<file path="config.mk">
export PLATFORM = sky130hd
export DESIGN_NAME = rgb_cycle_pwm_flat
export DESIGN_NICKNAME = d
export VERILOG_FILES = /design/src/rtl/rgb_cycle_pwm_pkg.sv /design/src/rtl/rgb_cycle_pwm_if.sv /design/src/rtl/rgb_cycle_pwm_sd_pwm.sv /design/src/rtl/rgb_cycle_pwm.sv /design/src/flat_wrapper.sv
export SDC_FILE = /design/constraint.sdc
export NUM_CORES = 1
export LEC_CHECK = 0
export ABC_CLOCK_PERIOD_IN_PS = 8740
export BUFFER_PORTS_ARGS = -buffer_cell sky130_fd_sc_hd__buf_2
export CORE_MARGIN = 2
export CORE_UTILIZATION = 30
export DETAILED_ROUTE_END_ITERATION = 7
export HOLD_SLACK_MARGIN = 0.12
export PLACE_DENSITY_LB_ADDON = 0.12
export SLEW_MARGIN = 10
export SYNTH_ARGS = -nofsm -noshare
export SYNTH_HDL_FRONTEND = slang
export SYNTH_SLANG_ARGS = --single-unit
</file>
<file path="constraint.sdc">
create_clock -name i_clk -period 8.74 [get_ports i_clk]
set_input_delay 0 -clock i_clk [delete_from_list [all_inputs] [get_ports i_clk]]
set_output_delay 0 -clock i_clk [all_outputs]
set_load 0.05 [all_outputs]
</file>
<file path="src/rtl/rgb_cycle_pwm_pkg.sv">
// Shared mode encodings and period/width formulas for the colour-cycle PWM block.
package rgb_cycle_pwm_pkg;

  typedef enum logic [1:0] {
    MODE_CYCLE   = 2'd0,
    MODE_HOLD    = 2'd1,
    MODE_BREATHE = 2'd2,
    MODE_OFF     = 2'd3
  } mode_t;

  // Six colour-wheel segments, each 2^PWM_W positions long
  localparam int N_SEG = 6;

  function automatic int period_of(input int pwm_w);
    return N_SEG * (1 << pwm_w);
  endfunction

  function automatic int pos_w_of(input int pwm_w);
    return $clog2(period_of(pwm_w));
  endfunction

endpackage

</file>
<file path="src/rtl/rgb_cycle_pwm_if.sv">
// Control inputs (speed/mode/brightness) and LED/status outputs of the colour-cycle PWM block.
interface rgb_cycle_pwm_if
  import rgb_cycle_pwm_pkg::*;
#(
  parameter int N_CH    = 3,
  parameter int PWM_W   = 8,
  parameter int PRESC_W = 20,
  parameter int POS_W   = pos_w_of(PWM_W)
);
  logic [PRESC_W-1:0] i_speed;
  mode_t              i_mode;
  logic [PWM_W-1:0]   i_bright;
  logic [N_CH-1:0]    o_led;
  logic [POS_W-1:0]   o_pos;
  logic               o_tick;
  logic               o_wrap;

  modport master (output i_speed, i_mode, i_bright, input o_led, o_pos, o_tick, o_wrap);
  modport slave  (input i_speed, i_mode, i_bright, output o_led, o_pos, o_tick, o_wrap);
endinterface

</file>
<file path="src/rtl/rgb_cycle_pwm_sd_pwm.sv">
// First-order sigma-delta modulator: one accumulator, carry registered onto the pin.
// Latency 1 clock from duty to output; free-running, no backpressure.
module sd_pwm #(
  parameter int PWM_W = 8
) (
  input  logic             i_clk,
  input  logic             i_rst,
  input  logic [PWM_W-1:0] i_duty,
  output logic             o_led
);
  logic [PWM_W-1:0] acc;
  logic [PWM_W:0]   sum;

  assign sum = {1'b0, acc} + {1'b0, i_duty};

  always_ff @(posedge i_clk) begin
    if (i_rst) begin
      acc   <= '0;
      o_led <= 1'b0;
    end else begin
      acc   <= sum[PWM_W-1:0];
      o_led <= sum[PWM_W];
    end
  end
endmodule

</file>
<file path="src/rtl/rgb_cycle_pwm.sv">
// N-channel colour cycler: prescaler, position counter, shape/brightness duty, sigma-delta pins.
// Pos->duty latency 1 clock (2 with RGB_CYCLE_GAMMA_EN); free-running outputs, no backpressure.
module rgb_cycle_pwm
  import rgb_cycle_pwm_pkg::*;
#(
  parameter int N_CH      = 3,
  parameter int PWM_W     = 8,
  parameter int PRESC_W   = 20,
  parameter int START_POS = 0
) (
  input  logic           i_clk,
  input  logic           i_rst,
  rgb_cycle_pwm_if.slave bus
);
  localparam int PERIOD = period_of(PWM_W);
  localparam int POS_W  = pos_w_of(PWM_W);
  localparam int M      = 1 << PWM_W;
  localparam int PW     = 2 * PWM_W + 1;

  localparam logic [POS_W-1:0] RISE_END = POS_W'(M);
  localparam logic [POS_W-1:0] HIGH_END = POS_W'(3 * M);
  localparam logic [POS_W-1:0] FALL_END = POS_W'(4 * M);
  localparam logic [POS_W-1:0] FALL_TOP = POS_W'(4 * M - 1);
  localparam logic [POS_W-1:0] LAST_POS = POS_W'(PERIOD - 1);
  localparam logic [POS_W:0]   PERIOD_X = (POS_W+1)'(PERIOD);

  mode_t              mode;
  logic [PRESC_W-1:0] cnt;
  logic               term;
  logic               advance;
  logic               tick_q;
  logic               wrap_q;
  logic [POS_W-1:0]   pos;
  logic [N_CH-1:0]    led;

  assign mode    = bus.i_mode;
  assign term    = (cnt >= bus.i_speed);
  assign advance = term && ((mode == MODE_CYCLE) || (mode == MODE_BREATHE));

  // ">=" rather than "==" so lowering the speed below cnt ticks at once
  always_ff @(posedge i_clk) begin
    if (i_rst) begin
      cnt    <= '0;
      tick_q <= 1'b0;
    end else begin
      tick_q <= term;
      cnt    <= term ? '0 : cnt + PRESC_W'(1);
    end
  end

  always_ff @(posedge i_clk) begin
    if (i_rst) begin
      pos    <= POS_W'(START_POS);
      wrap_q <= 1'b0;
    end else begin
      wrap_q <= 1'b0;
      if (advance) begin
        if (pos == LAST_POS) begin
          pos    <= '0;
          wrap_q <= 1'b1;
        end else begin
          pos <= pos + POS_W'(1);
        end
      end
    end
  end

  function automatic logic [PWM_W-1:0] shape(input logic [POS_W-1:0] q);
    if (q < RISE_END)      return q[PWM_W-1:0];
    else if (q < HIGH_END) return PWM_W'(M - 1);
    else if (q < FALL_END) return PWM_W'(FALL_TOP - q);
    else                   return '0;
  endfunction

  for (genvar k = 0; k < N_CH; k++) begin : g_ch
    localparam logic [POS_W:0] OFFS = (POS_W+1)'((k * PERIOD) / N_CH);

    logic [POS_W:0]   sum;
    logic [POS_W-1:0] q;
    logic [PWM_W-1:0] sh;
    logic [PW-1:0]    prod;
    logic [PWM_W-1:0] d;
    logic [PWM_W-1:0] duty_q;
    logic [PWM_W-1:0] duty_use;

    always_comb begin
      sum = (mode == MODE_BREATHE) ? {1'b0, pos} : ({1'b0, pos} + OFFS);
      if (sum >= PERIOD_X) sum = sum - PERIOD_X;
      q    = sum[POS_W-1:0];
      sh   = shape(q);
      prod = PW'(sh) * PW'({1'b0, bus.i_bright} + (PWM_W+1)'(1));
      d    = (mode == MODE_OFF) ? '0 : PWM_W'(prod >> PWM_W);
    end

    always_ff @(posedge i_clk) begin
      if (i_rst) duty_q <= '0;
      else       duty_q <= d;
    end

`ifdef RGB_CYCLE_GAMMA_EN
    // OFF also clears the gamma stage so the pins still go dark within two clocks
    logic [PWM_W-1:0] gam_q;
    always_ff @(posedge i_clk) begin
      if (i_rst)                 gam_q <= '0;
      else if (mode == MODE_OFF) gam_q <= '0;
      else gam_q <= PWM_W'((PW'(duty_q) * PW'({1'b0, duty_q} + (PWM_W+1)'(1))) >> PWM_W);
    end
    assign duty_use = gam_q;
`else
    assign duty_use = duty_q;
`endif

    sd_pwm #(.PWM_W(PWM_W)) u_pwm (
      .i_clk  (i_clk),
      .i_rst  (i_rst),
      .i_duty (duty_use),
      .o_led  (led[k])
    );
  end

  assign bus.o_led  = led;
  assign bus.o_pos  = pos;
  assign bus.o_tick = tick_q;
  assign bus.o_wrap = wrap_q;
endmodule
</file>
<file path="src/flat_wrapper.sv">
// flat-port wrapper written by rule: the top's interface ports become plain ports
module rgb_cycle_pwm_flat import rgb_cycle_pwm_pkg::*;
#(
  parameter int N_CH      = 3,
  parameter int PWM_W     = 8,
  parameter int PRESC_W   = 20,
  parameter int START_POS = 0
)
  (i_clk, i_rst, bus_i_speed, bus_i_mode, bus_i_bright, bus_o_led, bus_o_pos, bus_o_tick, bus_o_wrap);
  rgb_cycle_pwm_if #(.N_CH(N_CH), .PWM_W(PWM_W), .PRESC_W(PRESC_W)) bus_i ();
  input  logic i_clk;
  input  logic i_rst;
  input wire logic [$bits(bus_i.i_speed)-1:0] bus_i_speed;
  input wire logic [$bits(bus_i.i_mode)-1:0] bus_i_mode;
  input wire logic [$bits(bus_i.i_bright)-1:0] bus_i_bright;
  output wire logic [$bits(bus_i.o_led)-1:0] bus_o_led;
  output wire logic [$bits(bus_i.o_pos)-1:0] bus_o_pos;
  output wire logic [$bits(bus_i.o_tick)-1:0] bus_o_tick;
  output wire logic [$bits(bus_i.o_wrap)-1:0] bus_o_wrap;
  assign bus_i.i_speed = bus_i_speed;
  assign bus_i.i_mode = bus_i_mode;
  assign bus_i.i_bright = bus_i_bright;
  assign bus_o_led = bus_i.o_led;
  assign bus_o_pos = bus_i.o_pos;
  assign bus_o_tick = bus_i.o_tick;
  assign bus_o_wrap = bus_i.o_wrap;
  rgb_cycle_pwm #(.N_CH(N_CH), .PWM_W(PWM_W), .PRESC_W(PRESC_W), .START_POS(START_POS)) u_core (.i_clk(i_clk), .i_rst(i_rst), .bus(bus_i));
endmodule
</file>
# --- Word level (Yosys, flattened, before mapping) ---
# Index checks and enable logic that the tools add are counted.
word_totals:
  ff_bits: 84
  inputBits: 32
  output_inout_bits: 16
  elab_cells: 69
op_classes:
  n_addsub: 14
  multipliers: 3
  order_cmp: 13
  eq_ne: 3
  n_mux: 16
  n_bitwise: 1
  reduce_logical: 6
ops:
  columns: ["operator", "count"]
  rows:
  - ["$mux W8", 9]
  - ["$mul A8 B17 Y16", 3]
  - ["$mux W11", 4]
  - ["$lt A11 B10 Y1 const B", 3]
  - ["$lt A11 B11 Y1 const B", 3]
  - ["$lt A11 B9 Y1 const B", 3]
  - ["$sub A11 B11 Y11 const B", 3]
  - ["$add A8 B8 Y9", 3]
  - ["$ge A12 B11 Y1 const B", 2]
  - ["$mux W12", 2]
  - ["$sub A8 B8 Y8 const A", 3]
  - ["$add A20 B1 Y20 const B", 1]
  - ["$ge A20 B20 Y1", 1]
  - ["$add A11 B10 Y12 const B", 1]
  - ["$add A11 B11 Y12 const B", 1]
  - ["$add A11 B1 Y11 const B", 1]
  - ["$eq A11 B11 Y1 const B", 1]
  - ["$ge A11 B11 Y1 const B", 1]
  - ["$add A8 B1 Y9 const B", 1]
  - ["$reduce_or A2 Y1", 3]
  - ["$eq A2 B2 Y1 const B", 2]
  - ["$logic_not A2 Y1", 1]
  - ["$logic_and A1 B1 Y1", 1]
  - ["$logic_or A1 B1 Y1", 1]
  - ["other kinds (2)", 2]

# --- Depth between registers and ports, before layout ---
depth:
  word_depth: 9
  depth_mapped: 28
  mapped_depth_nobuf: 26

# --- Cells and area by module ---
# Synthesis repeated with hierarchy kept, for this count alone.
hier_totals:
  cells_unflattened: 1318
  hier_area_um2: 11140.7
modules_own_cells:
  columns: ["mod", "n_inst", "cells_each", "area_each_um2", "seq_area_each_um2"]
  rows:
  - ["rgb_cycle_pwm", 1, 1138, 9477.8, 1141.1]
  - ["sd_pwm", 3, 60, 554.3, 180.2]

# --- Worst setup path before layout ---
# OpenSTA, ideal clock, no wires.
synth_timing:
  path_type: "flip-flop to flip-flop"
  startpoint: "reg u_core.pos[9], in the netlist u_core.bus.o_pos[9]"
  endpoint: "reg u_core.g_ch[1].duty_q[6]"
  setup_time_ns: 0.063
  t_arrival_ns: 6.934
  t_required_ns: 8.677
  setup_slack_ns: 1.743
  stages_incl_launch_ff: 27
  path_buffers: 2
  synth_period_minus_slack_ns: 6.997
  path_cell_list: "dfxtp_1 buf_2 inv_1 ha_1 mux2_2 inv_1 ha_1 a32oi_2 mux2_4 and2_1 clkbuf_1 a22oi_1 o211ai_1 nor2_1 fa_1 fa_1 fa_1 inv_1 fa_1 inv_1 ha_1 a21o_1 and2_1 a21oi_1 o21ai_2 or4_1 nand3_1"
synth_via:
  elab_chain_cells: 9
  word_cells_on_any_way: 13
  classes_between: "3 x add/sub; 1 x mul; 4 x order compare; 5 x mux"
synth_lines:
  columns: ["element", "line", "text"]
  rows:
  - ["start, declared", "rgb_cycle_pwm.sv:33", "logic [POS_W-1:0] pos;"]
  - ["start signal, assigned", "rgb_cycle_pwm.sv:53", "pos <= POS_W'(START_POS);"]
  - ["start signal, assigned", "rgb_cycle_pwm.sv:62", "pos <= pos + POS_W'(1);"]
  - ["$add A11 B10 Y12", "rgb_cycle_pwm.sv:87", "sum = (mode == MODE_BREATHE) ? {1'b0, pos} : ({1'b0, pos} + OFFS);"]
  - ["$mux W12 *", "rgb_cycle_pwm.sv:87", null]
  - ["$sub A11 B11 Y11 or $ge A12 B11 Y1 (tied branches)", "rgb_cycle_pwm.sv:88", "if (sum >= PERIOD_X) sum = sum - PERIOD_X;"]
  - ["$mux W11 *", "rgb_cycle_pwm.sv:88", null]
  - ["$lt A11 B11 Y1 or $sub A8 B8 Y8 (tied branches)", "rgb_cycle_pwm.sv:71", "else if (q < FALL_END) return PWM_W'(FALL_TOP - q);"]
  - ["$mux W8", "rgb_cycle_pwm.sv:71", null]
  - ["$mux W8", "rgb_cycle_pwm.sv:70", "else if (q < HIGH_END) return PWM_W'(M - 1);"]
  - ["$mux W8 *", "rgb_cycle_pwm.sv:69", "if (q < RISE_END) return q[PWM_W-1:0];"]
  - ["$mul A8 B17 Y16 *", "rgb_cycle_pwm.sv:91", "prod = PW'(sh) * PW'({1'b0, bus.i_bright} + (PWM_W+1)'(1));"]
  - ["end signal, assigned", "rgb_cycle_pwm.sv:96", "if (i_rst) duty_q <= '0;"]
  - ["end signal, assigned", "rgb_cycle_pwm.sv:97", "else duty_q <= d;"]
  - ["end, declared", "rgb_cycle_pwm.sv:83", "logic [PWM_W-1:0] duty_q;"]
# Mark *: on every way between the ends. The rest lies on a longest branch, timed or not.
# A chain may end at the register's enable or synchronous reset.

# --- Worst setup path in the final report ---
# Ends and elaborated chain as after synthesis.

==> flow_summary.yaml <==
setup_path:
  path_max_fanout: 12
  crit_chain: "inv_1 -> ha_1 -> mux2_2 -> inv_1 -> ha_1 -> a32oi_2 -> mux2_4 -> and2_1 -> a22oi_1 -> o211ai_1 -> nand2b_1 -> fa_1 -> fa_1 -> inv_1 -> fa_1 -> fa_1 -> ha_1 -> a21oi_1 -> nor2_1 -> a21oi_1 -> o21ai_2 -> or4_1 -> nand3_1"
  slowest_stage: "dfxtp_1"
  critical-path-max-stage-delay_ns: 0.59
  timing.rr.end: "u_core.g_ch[1].duty_q[6]"
  crit_top_cell: "fa_1"
  cp-end-kind: "flop"
  cp.arrival_ns: 7.54
  path_class: "reg2reg"
  rr_worst_depth: 23
  reg2reg_slack_ns: 1.50
  cp.required_ns: 9.04
  critPathLaunchType: "flop"
  r2r-start: "u_core.bus.o_pos[9]"
cells_and_area:
  multi_input_area_um2: 8430
  fill_cells: 3904
  layout_commonest_cell: "nor2_1"
  utilization_pct: 33.0
  final_cell_mix: "nor2_1 (221), inv_1 (188), ha_1 (149), fa_1 (124), dfxtp_1 (84)"
  nets: 1635
  drive_gt1_share_pct: 8.01
  final-seq-area_um2: 1680
  diodes: 0
  area_growth_pct: 9.04
synth:
  synth_ff_type: "dfxtp_1"
  synth_seq_area_share_pct: 15.3
  synth_nets: 1614
  netlist_area_um2: 11000
  syn_inst: 1309
  synth-async-reset-ratio_pct: 0
  synth_area_leaders: "fa_1 (23%), ha_1 (17%), dfxtp_1 (15%)"
  ys_ff_latch: 84
  synth_top_area_cell: "fa_1"
  ys.warnings.count: 0
  synth_cell_types: 70
  synth_top_area_share_pct: 22.5
  synth_area_per_cell_um2: 8.42
  synth_enable_flop_cells: 0
grt:
  grt_overflow_total: 0
  antenna_found_initial: 0
  grt_pass1_vias: 8942
  grt_max_degree: 36
  grt.total_usage_pct: 15.6
  grt_pass1_wl_um: 47100
sta:
  setup_tns_ns: 0
  setup_viol: 0
  max_freq_ghz: 0.138
  min_period_ns: 7.24
  rsz0062_at_grt: "false"
  skew_ns: 0.0104
  relSlewSlack_pct: 26.8
  worst_slew_pin_slew_ns: 1.10
  period_share_pct: 82.8
  hold_viol_final: 0
  drv_slew: 0
floorplanning:
  die_area_um2: 38300
  ios: 48
  rows: 70
  start_util_pct: 30.3
  die_h_um: 196
  fp.dieW_um: 196
  core-area_um2: 36400
worst_hold_path:
  worstHoldStart: "bus_i_mode[0]"
  hold-path-cell-count: 5
  holdPathEnd: "u_core.bus.o_pos[4]"
  hp-class: "in2reg"
route:
  vias: 8668
  initialDrtViolationCount: 308
  ant_nets: 0
  firstDrtPassIters: 4
  routedWlPerCell_um: 15.5
  via_per_inst: 4.81
  drcViolationCount: 0
  wl_um: 27900
cts:
  clk_pin_slew_ns: 0.07
  h-tree-depth: 3
  post_cts_buffers: 0
  worstSkewPairLatency_ns: 0.37
  cts_buffer_depth: 2
  cts_tree: "done"
  cts_root_buffer: "clkbuf_16"
  cts_buffers: 9
  ctsResizeCount: 0
  ctsHoldBuffers: 0
  clock-sinks: 84
placement:
  dp_hpwl_um: 22000
  portBuffers: 47
  globalplace.congestion: 0.776
flow_run:
  cap_violations: 0
outcome:
  status: "complete, no violations"
pwr:
  powerDensity_nw_per_um2: 132
  vdd_drop_max_mv: 0.0972
  p_leak_nw: 6.10
worst max-delay path by stage:
stage | from | to | slack, ns | cells after the start
floorplan | u_core.bus.o_pos[9] | u_core.g_ch[1].duty_q[6] | 1.74 | 26
global placement | u_core.bus.o_pos[9] | u_core.g_ch[1].duty_q[6] | 1.68 | 24
detailed placement | u_core.bus.o_pos[9] | u_core.g_ch[1].duty_q[6] | 1.53 | 23
CTS | u_core.bus.o_pos[9] | u_core.g_ch[1].duty_q[6] | 1.50 | 23
global route | u_core.bus.o_pos[9] | u_core.g_ch[1].duty_q[4] | 0.82 | 24
finish | u_core.bus.o_pos[9] | u_core.g_ch[1].duty_q[6] | 1.50 | 23
report_power, final:
| group | switching, mW | internal [mW] | total, mW |
|---|---|---|---|
| Combinational | 0.451 | 0.338 | 0.789 |
| Sequential | 0.0108 | 0.415 | 0.426 |
| Clock | 0.177 | 0.196 | 0.373 |
stage by stage:
| stage | power (mW) | cells | cell area [µm²] | hold WS [ns] | setup WS [ns] |
|---|---|---|---|---|---|
| 2_1_floorplan | 1.06 | 1309 | 11000 | 0.283 | 1.74 |
| 3_3_place_gp | 1.22 | 1787 | 11700 | 0.486 | 1.68 |
| 3_5_place_dp | 1.24 | 1787 | 11700 | 0.477 | 1.53 |
| 4_1_cts | 1.63 | 1803 | 12000 | 0.166 | 1.50 |
| 5_1_grt | 1.78 | 1803 | 12000 | 0.202 | 0.816 |
| 6_report | 1.59 | 1803 | 12000 | 0.182 | 1.50 |
metal layers:
| metal | part of all wire, % | vias up | global-route usage (%) | wire, µm |
|---|---|---|---|---|
| met1 | 51 | 4234 | 21.7 | 14100 |
| li1 | - | 4308 | - | - |
| met4 | 1.1 | 0 | 3.62 | 305 |
| met3 | 2.4 | 16 | 1.55 | 677 |
| met5 | 0 | - | 0 | 0 |
| met2 | 46 | 110 | 26.2 | 12800 |
cell families (layout without fill, tap and decap cells):
family | after synthesis | in the layout | share of synthesized area (%)
flip-flops | 84 | 84 | 15.3
AND/OR/NAND/NOR | 466 | 466 | 19.8
AO/OA/AOI/OAI | 173 | 173 | 11.0
adder cells (fa/ha/maj) | 275 | 275 | 39.6
XOR/XNOR | 66 | 66 | 5.31
buffers and inverters | 238 | 264 | 8.24
multiplexers | 7 | 7 | 0.692
state kept, by name, summed over array words and instances, names as in the netlist:
| signal | count |
|---|---|
| u_core.bus.o_wrap | 1 |
| u_core.g_ch.duty_q | 24 |
| u_core.g_ch.u_pwm.o_led | 3 |
| u_core.g_ch.u_pwm.acc | 24 |
| u_core.bus.o_tick | 1 |
| u_core.bus.o_pos | 11 |
| u_core.cnt | 20 |
synth_stat cells (26+ instances only):
library cell  instances
inv_1               188
nand2_1              77
dfxtp_1              84
nand2b_1             26
xnor2_1              39
nor2_1              221
fa_1                124
nand3_1              27
a21oi_1              45
xor2_1               26
ha_1                149
clkbuf_1             40
critical path: cells and delay by family, from the launching register on:
kind / cells / cell delay [ns]
AO/OA/AOI/OAI: 6 / 1.53
adder cells (fa/ha/maj): 7 / 2.93
buffers and inverters: 3 / 0.37
flip-flops: 1 / 0.59
multiplexers: 2 / 0.58
AND/OR/NAND/NOR: 5 / 1.19
cell type report:
cell class / instances / share of cell area, %
multi-input combinational: 987 / 70.2
clock inverter: 7 / 0.489
tap: 468 / 4.87
timing repair buffer: 59 / 2.71
clock buffer: 9 / 1.87
inverter: 189 / 5.90
sequential: 84 / 14.0
Power figures use the tool's default switching activity.
